File: src/rtl/ftsd_scan_ctl_n.sv
// Self-timed N-digit 14-segment scan controller with per-frame data snapshot and blanking.
// Optional anti-ghosting dead time at the start of each slot when FTSD_DEADTIME_EN is defined.
module ftsd_scan_ctl_n #(
  parameter int                NUM_DIGITS  = 4,
  parameter int                DATA_W      = 5,
  parameter int                PRESCALE    = 50000,
  parameter logic [DATA_W-1:0] BLANK_CODE  = DATA_W'(5'h1F),
  parameter int                DEAD_CYCLES = 1,
  localparam int               IDX_W       = $clog2(NUM_DIGITS)
) (
  input  logic                         clk,
  input  logic                         rst_n,
  input  logic                         en,
  input  logic [NUM_DIGITS*DATA_W-1:0] din,
  input  logic [NUM_DIGITS-1:0]        blank_mask,
  output logic [DATA_W-1:0]            ftsd_in,
  output logic [NUM_DIGITS-1:0]        ftsd_ctl,
  output logic [IDX_W-1:0]             digit_idx,
  output logic                         frame_start
);

  localparam int CNT_W = (PRESCALE > 1) ? $clog2(PRESCALE) : 1;
  localparam logic [CNT_W-1:0] CNT_LAST = CNT_W'(PRESCALE - 1);
  localparam logic [IDX_W-1:0] IDX_LAST = IDX_W'(NUM_DIGITS - 1);

`ifdef FTSD_DEADTIME_EN
  localparam bit DEAD_EN = 1'b1;
`else
  localparam bit DEAD_EN = 1'b0;
`endif

  logic [CNT_W-1:0]             cnt_q, cnt_d;
  logic [IDX_W-1:0]             idx_q, idx_d;
  logic [NUM_DIGITS*DATA_W-1:0] shadow_q, shadow_d;
  logic [NUM_DIGITS-1:0]        mask_q, mask_d;
  logic [DATA_W-1:0]            ftsd_in_q, ftsd_in_d;
  logic [NUM_DIGITS-1:0]        ftsd_ctl_q, ftsd_ctl_d;
  logic [IDX_W-1:0]             digit_idx_q, digit_idx_d;
  logic                         frame_start_q, frame_start_d;

  logic                  tick;
  logic                  in_dead;
  logic [DATA_W-1:0]     sel_code;
  logic                  sel_blank;
  logic [NUM_DIGITS-1:0] one_cold;

  always_comb begin
    tick      = en && (cnt_q == CNT_LAST);
    in_dead   = DEAD_EN && (cnt_q < CNT_W'(DEAD_CYCLES));
    sel_code  = shadow_q[int'(idx_q)*DATA_W +: DATA_W];
    sel_blank = mask_q[idx_q];
    one_cold  = '1;
    for (int i = 0; i < NUM_DIGITS; i++) begin
      if (idx_q == IDX_W'(i)) one_cold[NUM_DIGITS-1-i] = 1'b0;
    end

    cnt_d         = cnt_q;
    idx_d         = idx_q;
    shadow_d      = shadow_q;
    mask_d        = mask_q;
    ftsd_in_d     = '0;
    ftsd_ctl_d    = '1;
    digit_idx_d   = '0;
    frame_start_d = 1'b0;

    if (!en) begin
      // Display dark; shadow tracks inputs so a re-enable shows fresh data at once.
      cnt_d    = '0;
      idx_d    = '0;
      shadow_d = din;
      mask_d   = blank_mask;
    end else begin
      cnt_d = tick ? '0 : cnt_q + CNT_W'(1);
      if (tick) idx_d = (idx_q == IDX_LAST) ? '0 : idx_q + IDX_W'(1);
      if (tick && (idx_q == IDX_LAST)) begin
        shadow_d = din;
        mask_d   = blank_mask;
      end
      digit_idx_d   = idx_q;
      frame_start_d = (idx_q == '0) && (cnt_q == '0);
      if (sel_blank) begin
        ftsd_in_d  = BLANK_CODE;
        ftsd_ctl_d = '1;
      end else begin
        ftsd_in_d  = sel_code;
        ftsd_ctl_d = in_dead ? '1 : one_cold;
      end
    end
  end

  always_ff @(posedge clk or negedge rst_n) begin
    if (!rst_n) begin
      cnt_q         <= '0;
      idx_q         <= '0;
      shadow_q      <= '0;
      mask_q        <= '0;
      ftsd_in_q     <= '0;
      ftsd_ctl_q    <= '1;
      digit_idx_q   <= '0;
      frame_start_q <= 1'b0;
    end else begin
      cnt_q         <= cnt_d;
      idx_q         <= idx_d;
      shadow_q      <= shadow_d;
      mask_q        <= mask_d;
      ftsd_in_q     <= ftsd_in_d;
      ftsd_ctl_q    <= ftsd_ctl_d;
      digit_idx_q   <= digit_idx_d;
      frame_start_q <= frame_start_d;
    end
  end

  assign ftsd_in     = ftsd_in_q;
  assign ftsd_ctl    = ftsd_ctl_q;
  assign digit_idx   = digit_idx_q;
  assign frame_start = frame_start_q;

endmodule

File: config.mk
export PLATFORM = sky130hd
export DESIGN_NAME = ftsd_scan_ctl_n
export DESIGN_NICKNAME = d
export VERILOG_FILES = /design/src/rtl/ftsd_scan_ctl_n.sv
export SDC_FILE = /design/constraint.sdc
export NUM_CORES = 1
export LEC_CHECK = 0
export CAP_MARGIN = 25
export CORE_MARGIN = 5
export CORE_UTILIZATION = 50
export DETAILED_ROUTE_END_ITERATION = 10
export PLACE_DENSITY = 0.78
export SETUP_SLACK_MARGIN = 0.1
export SLEW_MARGIN = 20
export SYNTH_ARGS = -nofsm -noshare
export SYNTH_HDL_FRONTEND = slang
export SYNTH_SLANG_ARGS = --single-unit
File: constraint.sdc
create_clock -name clk -period 4.6 [get_ports clk]
set_input_delay 0.92 -clock clk [delete_from_list [all_inputs] [get_ports clk]]
set_output_delay 0.92 -clock clk [all_outputs]
set_load 0.02 [all_outputs]
==> flow_metrics.py <==
metrics = {
    "floorplanning": {
        "die_w_um": 81.9,
        "num_rows": 26,
        "dieHeight_um": 81.9,
        "dieArea_um2": 6710,
        "start_util_pct": 51.0,
        "ioPinCount": 39,
        "coreArea_um2": 5070,
    },
    "global_route": {
        "antenna_found_initial": 0,
        "grt_usage_pct": 14.7,
        "grt_pass1_wl_um": 7470,
        "grt_max_degree": 55,
        "grt_pass1_vias": 1601,
        "grt_remaining_overflow": 0,
    },
    "logic_synthesis": {
        "yosysWarnings": 0,
        "synth_area_um2": 2590,
        "netlist.area_leader.share_pct": 48.4,
        "syn-num-nets": 227,
        "ys_ff_latch": 54,
        "ys_seq_area_share_pct": 52.4,
        "synth_edf_count": 0,
        "synthArstFlopShare_pct": 100,
        "netlist_instances": 194,
        "post_synth.cell_area_avg_um2": 13.3,
        "synth.distinct_cells": 36,
        "yosys-top-cells-area": "dfrtp_1 48%, mux2_4 12%, mux4_2 5.2%, dfstp_2 4.1%, xnor2_1 3.4%",
        "synthFlopType": "dfrtp_1",
        "synth_top_cell_by_area": "dfrtp_1",
    },
    "routing": {
        "drc": 0,
        "avgRoutedWirePerCell_um": 14.4,
        "vias": 1501,
        "antenna_left": 0,
        "dr.pass1.iters": 4,
        "drt-initial-drc-count": 103,
        "via_per_inst": 5.00,
        "drt_wl_total_um": 4330,
    },
    "clock_tree": {
        "insertion_delay_ns": 0.31,
        "numCtsBuffers": 5,
        "cts_resized": 0,
        "post_cts_buffers": 0,
        "htreeDepth": 2,
        "cts_max_path_buffers": 2,
        "cts_root_buf": "clkbuf_8",
        "clk_pin_slew_ns": 0.10,
        "cts.sinks": 54,
        "cts_tree": "done",
        "ctsHoldBuffers": 0,
    },
    "critical_path": {
        "cp.required_ns": 4.80,
        "cp.arrival_ns": 2.86,
        "critical_path_class": "reg2reg",
        "worstPathMaxFanout": 24,
        "cp-end-kind": "flop",
        "startpoint_type": "flop",
    },
    "layout": {
        "postLayoutCoreUtil_pct": 59.5,
        "fin_nets": 262,
        "final_cell_mix": "50 x dfrtp_1, 37 x clkdlybuf4s50_1, 20 x mux2_4",
        "drive_gt1_share_pct": 20.4,
        "syn2layout_area_growth_pct": 16.8,
        "antenna_cells": 0,
        "final_common_cell": "dfrtp_1",
    },
    "place": {
        "gp_congestion": 0.798,
        "port_buffers": 38,
        "dp_slack_ns": 1.93,
        "dpl.hpwl_um": 3060,
    },
    "timing": {
        "setup_slack_ns": 1.94,
        "grt_setup_unrepaired": "no",
        "min_period_over_period_pct": 57.8,
        "slew_viol_final": 0,
        "holdWs_ns": 0.516,
        "max_freq_ghz": 0.376,
        "hold_viol": 0,
        "fin_setup_tns_ns": 0,
        "relSlewSlack_pct": 56.1,
        "worst_pin_slew_ns": 0.659,
        "fin_skew_ns": 0.0136,
        "finalSetupViolCount": 0,
        "fin_crit_ns": 2.66,
    },
    "pwr": {
        "p_leak_nw": 1.27,
        "power_density_nw_per_um2": 296,
        "vdd_ir_drop_max_uv": 173,
        "p_total_uw": 895,
    },
    "worst_hold_path": {
        "hp-class": "reg2reg",
    },
    "run_status": {
        "status": "finished clean",
    },
    "flow_run": {
        "max_cap_violations": 0,
    },
}
-- Yosys cell counts, types with 2 or more instances --
cell type  instances
mux2_2             4
nand4_1            8
mux2_4            20
inv_1              8
nor2b_1            2
nand2_1            6
or4_4              2
o21a_1             5
nand3_1            7
dfstp_2            4
xnor2_1           10
buf_12             2
mux4_2             6
nor4_1             5
nor2_1            18
ha_1               6
nor3_1             4
and2_1             4
xor2_1             4
dfrtp_1           50
clkbuf_1           4
-- metal layers --
metal	vias to the layer above	wire length (µm)	track usage, %	share of wire (%)
met3	6	135	2.19	3.1
li1	739	-	-	-
met4	0	77	6.48	1.8
met2	24	2040	23.9	47
met5	-	0	0	0
met1	732	2070	19.4	48
-- power breakdown --
group	internal, mW	total (mW)	switching [mW]
combinational	0.0715	0.116	0.0442
clock	0.108	0.258	0.150
sequential	0.504	0.521	0.0177
-- path summary, 6_finish.rpt --
path	start	end	slack, ns	cells after the start
setup / recovery	idx_q[0]	shadow_q[0]	1.94	5
hold / removal	shadow_q[16]	shadow_q[16]	0.52	1
setup reg to reg	idx_q[0]	shadow_q[0]	1.94	5
hold reg to reg	shadow_q[16]	shadow_q[16]	0.52	1
max in group asynchronous	rst_n	cnt_q[6]	3.43	2
min in group asynchronous	rst_n	shadow_q[9]	0.71	2
-- worst max-delay path, cell delays in order (launching register included) --
cell	delay (ns)
dfrtp_1	0.65
ha_1	0.26
or4b_1	0.44
or4_4	0.44
nand2_4	0.36
mux2_2	0.39
-- state kept, by name, indices dropped and copies added (netlist names) --
signal and count:
frame_start 1, idx_q 2, shadow_q 20, digit_idx 2, ftsd_ctl 4, ftsd_in 5, cnt_q 16, mask_q 4
-- kinds of logic after synthesis --
family / Yosys count / synth area share (%)
simple gates: 63 / 13.2
flops: 54 / 52.4
mux: 31 / 19.0
buf+inv: 19 / 5.90
xor+xnor: 14 / 4.74
compound gates: 7 / 1.93
fa+ha+maj: 6 / 2.90
-- through the flow --
stage	std cells	cell area [µm²]
CTS	300	3020
floorplan	194	2590
global placement	292	2940
detailed placement	292	2940
finish	300	3020
global route	300	3020
-- area by class of cell --
class                      count  area, µm²
clock buffer                   6       72.6
clock inverter                 2       13.8
fill                         432       2050
inverter                       8       30.0
multi-input combinational    121       1080
sequential                    54       1360
tap                           70       87.6
timing repair buffer          39        383
Note: power is estimated with default switching activity, not from simulation.
